$ cat src/rtl/dna_job_sequencer.sv
// Pops an x and a y job (header + payload) from the input FIFOs, loads them into the
// alignment engine, runs it, and writes {x_tag, y_tag} followed by the score to score_out.
module dna_job_sequencer #(
  parameter int SEQ_MAX_WORDS = 64,
  parameter int TIMEOUT       = 65535,
  localparam int AW = (SEQ_MAX_WORDS > 1) ? $clog2(SEQ_MAX_WORDS) : 1
) (
  input  logic          bus_clk_w,
  input  logic          bus_rst_n_w,
  input  logic [31:0]   x_data_w,
  input  logic [31:0]   y_data_w,
  input  logic          x_empty_w,
  input  logic          y_empty_w,
  output logic          x_rden_w,
  output logic          y_rden_w,
  input  logic          dna_x_open_w,
  input  logic          dna_y_open_w,
  input  logic          score_open_w,
  output logic          eng_load_valid_w,
  output logic          eng_load_sel_w,
  output logic [AW-1:0] eng_load_addr_w,
  output logic [31:0]   eng_load_data_w,
  output logic [15:0]   eng_x_len_w,
  output logic [15:0]   eng_y_len_w,
  output logic          eng_start_w,
  input  logic          eng_done_w,
  input  logic [31:0]   eng_score_w,
  output logic [31:0]   score_data_w,
  output logic          score_wren_w,
  input  logic          score_full_w,
  output logic          score_eof_w,
  output logic          busy_w,
  output logic          err_w,
  output logic [15:0]   job_count_w
);

  localparam logic [3:0] S_IDLE   = 4'd0;
  localparam logic [3:0] S_X_HDR  = 4'd1;
  localparam logic [3:0] S_X_LOAD = 4'd2;
  localparam logic [3:0] S_Y_HDR  = 4'd3;
  localparam logic [3:0] S_Y_LOAD = 4'd4;
  localparam logic [3:0] S_START  = 4'd5;
  localparam logic [3:0] S_WAIT   = 4'd6;
  localparam logic [3:0] S_OUT0   = 4'd7;
  localparam logic [3:0] S_OUT1   = 4'd8;
  localparam logic [3:0] S_ERR    = 4'd9;

  logic [3:0]    state;
  logic          rd_pend;
  logic [15:0]   rem;
  logic [AW-1:0] addr;
  logic [15:0]   x_tag, y_tag, x_len, y_len, job_count;
  logic [31:0]   wait_cnt, score;

  logic        both_open, out_go;
  logic [31:0] hdr_data;
  logic [15:0] hdr_len;
  logic        hdr_bad;

  always_comb begin
    both_open = dna_x_open_w & dna_y_open_w;
    out_go    = !score_open_w || !score_full_w;
    hdr_data  = (state == S_Y_HDR) ? y_data_w : x_data_w;
    hdr_len   = hdr_data[15:0];
    hdr_bad   = (hdr_len == 16'd0) || (hdr_len > 16'(SEQ_MAX_WORDS));

    x_rden_w = both_open && !x_empty_w &&
               (((state == S_X_HDR) && !rd_pend) || ((state == S_X_LOAD) && (rem != 16'd0)));
    y_rden_w = both_open && !y_empty_w &&
               (((state == S_Y_HDR) && !rd_pend) || ((state == S_Y_LOAD) && (rem != 16'd0)));

    // A word still in flight when a stream closes is dropped rather than loaded.
    eng_load_sel_w   = (state == S_Y_LOAD);
    eng_load_valid_w = both_open && rd_pend && ((state == S_X_LOAD) || (state == S_Y_LOAD));
    eng_load_addr_w  = addr;
    eng_load_data_w  = '0;
    if (eng_load_valid_w) eng_load_data_w = eng_load_sel_w ? y_data_w : x_data_w;

    eng_x_len_w = x_len;
    eng_y_len_w = y_len;
    eng_start_w = (state == S_START);

    score_wren_w = ((state == S_OUT0) || (state == S_OUT1)) && score_open_w && !score_full_w;
    score_data_w = '0;
    if (state == S_OUT0) score_data_w = {x_tag, y_tag};
    if (state == S_OUT1) score_data_w = score;

    score_eof_w = (state == S_ERR) || ((state == S_IDLE) && !dna_x_open_w && x_empty_w);
    busy_w      = (state != S_IDLE);
    err_w       = (state == S_ERR);
    job_count_w = job_count;
  end

  always_ff @(posedge bus_clk_w or negedge bus_rst_n_w) begin
    if (!bus_rst_n_w) begin
      state     <= S_IDLE;
      rd_pend   <= 1'b0;
      rem       <= '0;
      addr      <= '0;
      x_tag     <= '0;
      y_tag     <= '0;
      x_len     <= '0;
      y_len     <= '0;
      job_count <= '0;
      wait_cnt  <= '0;
      score     <= '0;
    end else begin
      rd_pend <= x_rden_w | y_rden_w;
      if ((x_rden_w || y_rden_w) && ((state == S_X_LOAD) || (state == S_Y_LOAD)))
        rem <= rem - 16'd1;
      if (eng_load_valid_w) addr <= addr + AW'(1);

      case (state)
        S_IDLE: if (both_open) state <= S_X_HDR;
        S_X_HDR, S_Y_HDR: begin
          if (!both_open) begin
            state <= S_IDLE;
          end else if (rd_pend) begin
            rem  <= hdr_len;
            addr <= '0;
            if (state == S_X_HDR) begin
              x_tag <= hdr_data[31:16];
              x_len <= hdr_len;
              state <= hdr_bad ? S_ERR : S_X_LOAD;
            end else begin
              y_tag <= hdr_data[31:16];
              y_len <= hdr_len;
              state <= hdr_bad ? S_ERR : S_Y_LOAD;
            end
          end
        end
        // rem reaches zero only after the final read, so the load seen then is the last word.
        S_X_LOAD: begin
          if (!both_open) state <= S_IDLE;
          else if (eng_load_valid_w && (rem == 16'd0)) state <= S_Y_HDR;
        end
        S_Y_LOAD: begin
          if (!both_open) state <= S_IDLE;
          else if (eng_load_valid_w && (rem == 16'd0)) state <= S_START;
        end
        S_START: begin
          wait_cnt <= '0;
          state    <= S_WAIT;
        end
        // ERR becomes visible exactly TIMEOUT cycles after the start pulse; done has priority.
        S_WAIT: begin
          wait_cnt <= wait_cnt + 32'd1;
          if (eng_done_w) begin
            score <= eng_score_w;
            state <= S_OUT0;
          end else if (wait_cnt == 32'(TIMEOUT - 2)) begin
            state <= S_ERR;
          end
        end
        S_OUT0: if (out_go) state <= S_OUT1;
        S_OUT1: begin
          if (out_go) begin
            job_count <= job_count + 16'd1;
            state     <= S_IDLE;
          end
        end
        S_ERR: if (!dna_x_open_w && !dna_y_open_w) state <= S_IDLE;
        default: state <= S_IDLE;
      endcase
    end
  end

endmodule
$ cat config.mk
export PLATFORM = sky130hd
export DESIGN_NAME = dna_job_sequencer
export DESIGN_NICKNAME = d
export VERILOG_FILES = /design/src/rtl/dna_job_sequencer.sv
export SDC_FILE = /design/constraint.sdc
export NUM_CORES = 1
export LEC_CHECK = 0
export ABC_CLOCK_PERIOD_IN_PS = 4100
export BUFFER_PORTS_ARGS = -buffer_cell sky130_fd_sc_hd__buf_2
export CORE_MARGIN = 8
export CORE_UTILIZATION = 58
export CTS_CLUSTER_DIAMETER = 50
export DETAILED_ROUTE_END_ITERATION = 12
export GPL_TIMING_DRIVEN = 0
export PLACE_DENSITY_LB_ADDON = 0.12
export SETUP_SLACK_MARGIN = 0.02
export SKIP_CTS_REPAIR_TIMING = 1
export SYNTH_ARGS = -nofsm -noshare
export SYNTH_HDL_FRONTEND = slang
export SYNTH_SLANG_ARGS = --single-unit
export TNS_END_PERCENT = 1
$ cat constraint.sdc
create_clock -name bus_clk_w -period 4.1 [get_ports bus_clk_w]
set_clock_uncertainty 0.15 [all_clocks]
set_input_delay 0.205 -clock bus_clk_w [delete_from_list [all_inputs] [get_ports bus_clk_w]]
set_output_delay 0.205 -clock bus_clk_w [all_outputs]
set_load 0.005 [all_outputs]
==> results of run 1 <==
[sequential cells by signal, indices dropped and copies added (netlist names), 4 cells and up]
| register | count |
|---|---|
| rem | 16 |
| eng_load_addr_w | 6 |
| score | 32 |
| wait_cnt | 32 |
| eng_x_len_w | 16 |
| state | 4 |
| job_count_w | 16 |
| y_tag | 16 |
| eng_y_len_w | 16 |
| x_tag | 16 |
[through the flow]
stage          instance area [µm²]  util (%)  std cells
2_1_floorplan                 8800         -        895
3_3_place_gp                 10200      67.8       1314
3_5_place_dp                 10200      68.0       1315
4_1_cts                      10800      71.9       1347
5_1_grt                      11800      78.3       1446
6_report                     11800      78.3       1447
[power by group through the flow]
stage | registers, mW | logic (mW) | clock network (mW)
2_1_floorplan | 2.11 | 0.617 | 0
3_3_place_gp | 2.13 | 0.979 | 0
3_5_place_dp | 2.14 | 1.01 | 0
4_1_cts | 2.12 | 1.02 | 1.63
5_1_grt | 2.16 | 1.23 | 1.70
6_report | 2.13 | 1.12 | 1.62
[cell families after synthesis]
family,count (synthesis)
and+or+nand+nor,352
adders and majority gates,6
muxes,117
AOI/OAI and AO/OA,155
DFF,171
xor gates and xnor gates,30
buffers and inverters,64
[cells in the mapped netlist (4+ instances only)]
master	count	area (µm²)
nor4_1	12	75.1
or4_1	6	45.0
nor2_1	24	90.1
and2_1	4	25.0
nand2b_1	4	25.0
ha_1	6	75.1
inv_1	12	45.0
a211oi_1	12	90.1
nand2_1	187	702
o21ai_0	29	145
nand4_1	13	81.3
clkbuf_1	37	139
xor2_1	7	61.3
and3_1	8	50.1
buf_2	6	30.0
o31ai_1	4	30.0
o211ai_1	7	52.6
nand3_1	37	185
a21oi_1	80	400
mux2i_1	22	220
xnor2_1	23	201
a31oi_1	4	25.0
nor2b_1	12	75.1
buf_1	6	22.5
nor3_1	15	75.1
mux2_2	93	1050
and4_1	6	52.6
dfrtp_1	171	4280
[final cells by class]
type                       instances  area [µm²]  share of cell area [%]
sequential                       171        4280                    36.3
buffer                            51         214                    1.82
clock buffer                      19         443                    3.76
tap                              188         235                    2.00
multi-input combinational        660        4260                    36.2
timing repair buffer             327        2140                    18.2
antenna                            5        12.5                   0.106
inverter                          13        48.8                   0.414
clock inverter                    13         143                    1.21
[path summary, 6_finish.rpt]
kind | start | to | slack [ns]
worst max-delay path | state[0] | eng_load_data_w[21] | 0.64
worst min-delay path | y_data_w[2] | eng_y_len_w[2] | -0.003
worst max register to register | state[1] | eng_y_len_w[5] | 1.16
worst min register to register | job_count_w[15] | job_count_w[15] | 0.32
max in group asynchronous | bus_rst_n_w | eng_y_len_w[9] | 2.74
min in group asynchronous | bus_rst_n_w | job_count_w[8] | 0.20
[worst min-delay path: stages]
cell and delay [ns]:
buf_2 0.14, nand4_1 0.09, o21ai_0 0.09
[routing by layer]
layer	vias up	global-route usage (%)	part of all wire [%]
li1	3873	-	-
met1	3980	30.9	39
met2	448	42.8	48
met3	115	8.78	8.4
met4	0	10.7	4.6
met5	-	0	0
==> flow_summary.ini, run 1 <==
[yosys]
ys_warn_count = 0
ys_seq_area_share_pct = 48.6
syn_area_mm2 = 0.00880
synth_compound_area_share_pct = 10.4
synth_adder_area_share_pct = 0.853
ys_ff_latch = 171
synth_edf_count = 0
ys_async_sr_fraction_pct = 100
synthCells = 895
synth-simple-area-share_pct = 19.5
synth-main-ff-cell = dfrtp_1
synth_top_family_by_area = simple AND/OR/NAND/NOR gates
synthXorXnorAreaFrac_pct = 2.99
synth_nets = 1006
synth.avg_cell_area_um2 = 9.83
synth_mux_area_share_pct = 14.7
yosys.cell_types.count = 64

[timing]
drv_slew = 0
period_needed_ns = 3.46
fin_crit_sh_pct = 84.4
tns_ns = 0
rsz0062_at_grt = no
tightest_slew_ns = 0.835
final.setup.worst_slack_ns = 0.642
hold_ws_ns = -0.00316
clock.fmax_mhz = 289
finalSetupViolations = 0
slew_headroom_pct = 43.9
hold_violations = 1

[worst_setup_path]
cpMostUsedCell = buf_2
cp.arrival_ns = 3.10
reg2reg_depth = 6
cp_num_cells = 8
crit_path_top_delay_cell = or4b_1
worstSetupEndpointType = output pin
crit_family = buffers and inverters
crit_type = flip-flop to output pin
critPathMaxFanout = 10
critical_path.startpoint_type = flip-flop
crit_chain = buf_6, or4b_1, buf_2, clkinv_1, clkbuf_1, nand2_1, a21oi_1, buf_2
cp.required_ns = 3.74
cp.buffers_inverters = 5
slowest_delay_ns = 0.52

[drt]
first_iter_violations = 607
drc = 0
first_pass_iters = 7
drt_wl_total_mm = 28.8
vias = 8416
ant_nets = 0
avgViaCountPerCell = 5.82
routedWlPerCell_um = 19.9

[floorplanning]
core_mm2 = 0.0150
start_util_pct = 58.5
num_rows = 45
die_area_mm2 = 0.0194
num_io_pins = 232
die-width_um = 139
die_y_um = 139

[power]
p_int_mw = 3.36
power_frac_seq_pct = 43.8
power_switching_share_pct = 31.1
p_sw_mw = 1.51
p_comb_share_pct = 23.0
finalPower_mw = 4.87
p_leak_nw = 5.81
power_frac_clock_pct = 33.2
powerDensity_mw_per_mm2 = 414
peakVddDrop_uv = 357

[clock_network]
cts_made_buffers = 17
cts_root_buf = clkbuf_16
cts_buffer_depth = 2
clock_latency_ns = 0.44
cts.clk_slew.worst_paths_ns = 0.07
cts_tree = yes
clkSinkCount = 171
cts_htree_levels = 4

[cells_and_area]
mostFrequentLayoutCell = buf_2
layout_common_cells = buf_2 (236), nand2_1 (187), dfrtp_1 (171), dlygate4sd3_1 (95), mux2_2 (93)
area_growth_pct = 33.8
drive_gt1_share_pct = 30.1
fill_cells = 923
final_nets = 1352

[global_routing]
grt_max_degree = 87
grt_pass1_wl_mm = 40.3
grtUsageTotal_pct = 26.1
antenna_found_initial = 4
grt_pass1_vias = 7853
grt_remaining_overflow = 0

[outcome]
violations = negative hold slack
status = finished, violations left

[worst_hold_path]
hold-path-cell-count = 3
worst_hold_path_type = primary input to flip-flop

[place]
gp_congestion = 0.882
dpl_worst_slack_ns = 1.19
portBuffers = 231
hpwl_mm = 19.1

[job]
max_cap_violations = 0
Note: power is estimated with default switching activity, not from simulation.
==> run 2: changes to the inputs <==
--- a/config.mk
+++ b/config.mk
@@ -5,10 +5,11 @@
 export SDC_FILE = /design/constraint.sdc
 export NUM_CORES = 1
 export LEC_CHECK = 0
-export ABC_CLOCK_PERIOD_IN_PS = 4100
+export ABC_AREA = 1
+export ABC_CLOCK_PERIOD_IN_PS = 2900
 export BUFFER_PORTS_ARGS = -buffer_cell sky130_fd_sc_hd__buf_2
 export CORE_MARGIN = 8
-export CORE_UTILIZATION = 58
+export CORE_UTILIZATION = 49
 export CTS_CLUSTER_DIAMETER = 50
 export DETAILED_ROUTE_END_ITERATION = 12
 export GPL_TIMING_DRIVEN = 0
==> constraint.sdc (replaced) <==
create_clock -name bus_clk_w -period 2.9 [get_ports bus_clk_w]
set_clock_uncertainty 0.15 [all_clocks]
set_input_delay 0.145 -clock bus_clk_w [delete_from_list [all_inputs] [get_ports bus_clk_w]]
set_output_delay 0.145 -clock bus_clk_w [all_outputs]
set_load 0.005 [all_outputs]
==> run 2 against run 1 <==
Effect of this change: the flow still finishes with violations (negative hold slack); first-iteration DRC count increased by 32%; clock power up 40%; sequential share of layout area down 1.3 points; via count is 13% higher; final cell count grew 24%; flip-flop and latch count did not move; synthesized cell count grew 37%; critical path depth up 3; global-route usage decreased by 0.65 points; combinational power is 58% higher; utilization down 13 points; clock-buffer cell count is 1 lower; critical endpoint is now eng_load_data_w[27].
==> flow_summary.ini, run 2 <==
[outcome]
status = finished, violations left
violations = negative hold slack

[timing]
hold_violations = 1
tightest_slew_ns = 0.650
final.setup.worst_slack_ns = 0.0884
period_needed_ns = 2.81
fin_crit_sh_pct = 97.0
clock.fmax_mhz = 356
finalSetupViolations = 0
hold_ws_ns = -0.00372
slew_headroom_pct = 56.4
drv_slew = 0
tns_ns = 0

[drt]
avgViaCountPerCell = 5.31
first_iter_violations = 803
vias = 9525
drt_wl_total_mm = 32.0
drc = 0
ant_nets = 0
routedWlPerCell_um = 17.8
first_pass_iters = 5

[floorplanning]
die_y_um = 155
die_area_mm2 = 0.0239
num_rows = 50
num_io_pins = 232
die-width_um = 155
core_mm2 = 0.0188
start_util_pct = 50.1

[power]
powerDensity_mw_per_mm2 = 591
p_comb_share_pct = 24.5
p_leak_nw = 6.61
finalPower_mw = 7.22
p_int_mw = 4.74
peakVddDrop_uv = 490
power_switching_share_pct = 34.4
power_frac_seq_pct = 44.0
power_frac_clock_pct = 31.5
p_sw_mw = 2.48

[worst_setup_path]
cp_num_cells = 11
reg2reg_depth = 8
worstSetupEndpointType = output pin
crit_family = buffers and inverters
critical_path.startpoint_type = flip-flop
crit_chain = nor2_4, inv_1, nor2_2, buf_6, nand2_1, nand2_1, nand2_1, buf_6, buf_2, a21oi_1, buf_2
slowest_delay_ns = 0.49
cpMostUsedCell = nand2_1
critPathMaxFanout = 10
crit_path_top_delay_cell = dfrtp_2
cp.buffers_inverters = 5
cp.arrival_ns = 2.52
rrSetupSlack_ns = 0.38
crit_type = flip-flop to output pin
cp.required_ns = 2.61

[global_routing]
grt_remaining_overflow = 0
grt_pass1_wl_mm = 47.9
antenna_found_initial = 3
grt_max_degree = 119
grtUsageTotal_pct = 25.4
grt_pass1_vias = 9007

[yosys]
synthCells = 1223
ys_async_sr_fraction_pct = 100
synth_top_area_share_pct = 45.5
ys_warn_count = 0
ys_seq_area_share_pct = 45.5
syn_area_mm2 = 0.00941
yosys.cell_types.count = 42
synthTopCellsByCount = nand2_1 (448), dfrtp_1 (171), inv_1 (94), nor2_1 (73), o21ai_0 (65)
synth_edf_count = 0
synth.most_common_cell = nand2_1
ys_ff_latch = 171
synth.avg_cell_area_um2 = 7.69
synth_area_leader_cell = dfrtp_1
synth_nets = 1334
synth-main-ff-cell = dfrtp_1
synth_area_leaders = dfrtp_1 (45%), nand2_1 (18%), mux2_2 (4.1%)

[cells_and_area]
area_growth_pct = 29.8
top_regs = score: 32 flops, wait_cnt: 32 flops
drive_gt1_share_pct = 23.2
mostFrequentLayoutCell = nand2_1
final_nets = 1654
layout_common_cells = nand2_1 (448), buf_2 (243), dfrtp_1 (169), inv_1 (94), nor2_1 (72)
fin_area_mm2 = 0.0122

[place]
post_dp_cell_area_mm2 = 0.0109
dpl_worst_slack_ns = 0.284
gp_congestion = 0.901
hpwl_mm = 23.3
portBuffers = 231

[clock_network]
cts_tree = yes
cts_buffer_depth = 2
clock_latency_ns = 0.44
cts_htree_levels = 4
cts_root_buf = clkbuf_16
cts.clk_slew.worst_paths_ns = 0.08
cts_made_buffers = 17
clkSinkCount = 171

[worst_hold_path]
hold-path-cell-count = 5
worst_hold_path_type = primary input to flip-flop

[job]
max_cap_violations = 0
==> run 2: kinds of logic (layout without fill, tap and decap cells) <==
kind of cell             count (synthesis)  count (layout)  synth area share, %
buffers and inverters                  147             480                 6.45
XOR/XNOR                                37              37                 3.44
multiplexers                            52              52                 5.98
AO/OA/AOI/OAI                          167             167                 9.21
other                                    0               3                    0
flip-flops                             171             171                 45.5
AND/OR/NAND/NOR                        643             643                 28.6
adder cells (fa/ha/maj)                  6               6                0.798
==> run 2: power groups by stage <==
stage | Clock (mW) | Sequential [mW] | Combinational (mW)
floorplan | 0 | 3.13 | 1.05
global placement | 0 | 3.18 | 1.64
detailed placement | 0 | 3.20 | 1.68
CTS | 2.30 | 3.15 | 1.69
global route | 2.41 | 3.23 | 2.00
finish | 2.27 | 3.17 | 1.77
==> run 2: worst min-delay path, delay by kind of cell <==
family                 cells  cell delay, ns
buffers and inverters      2            0.16
and+or+nand+nor            3            0.25
==> run 2: layer usage <==
layer	global-route usage [%]	wire length (µm)
met1	31.6	13100
met2	42.1	15600
met3	6.16	2360
met4	9.80	925
met5	0	0
==> run 2: final timing paths <==
kind / from / to
max: state[0] / eng_load_data_w[27]
min: x_data_w[2] / rem[2]
max reg2reg: state[1] / y_tag[0]
min reg2reg: job_count_w[15] / job_count_w[15]
max in group asynchronous: bus_rst_n_w / state[3]
min in group asynchronous: bus_rst_n_w / rem[6]
==> run 2: area by class of cell <==
type	instances	area, µm²
inverters	101	380
multi-input cells	905	4550
diodes	3	7.51
well taps	234	293
flip-flops and latches	171	4280
plain buffers	46	239
repair buffers	301	1880
clock buffers	18	439
fillers	1618	6550
clock inverters	14	140
==> run 2: stage by stage <==
| stage | instances | util, % |
|---|---|---|
| floorplan | 1223 | - |
| global placement | 1688 | 57.9 |
| detailed placement | 1689 | 58.1 |
| CTS | 1721 | 61.1 |
| global route | 1793 | 65.1 |
| finish | 1793 | 65.1 |
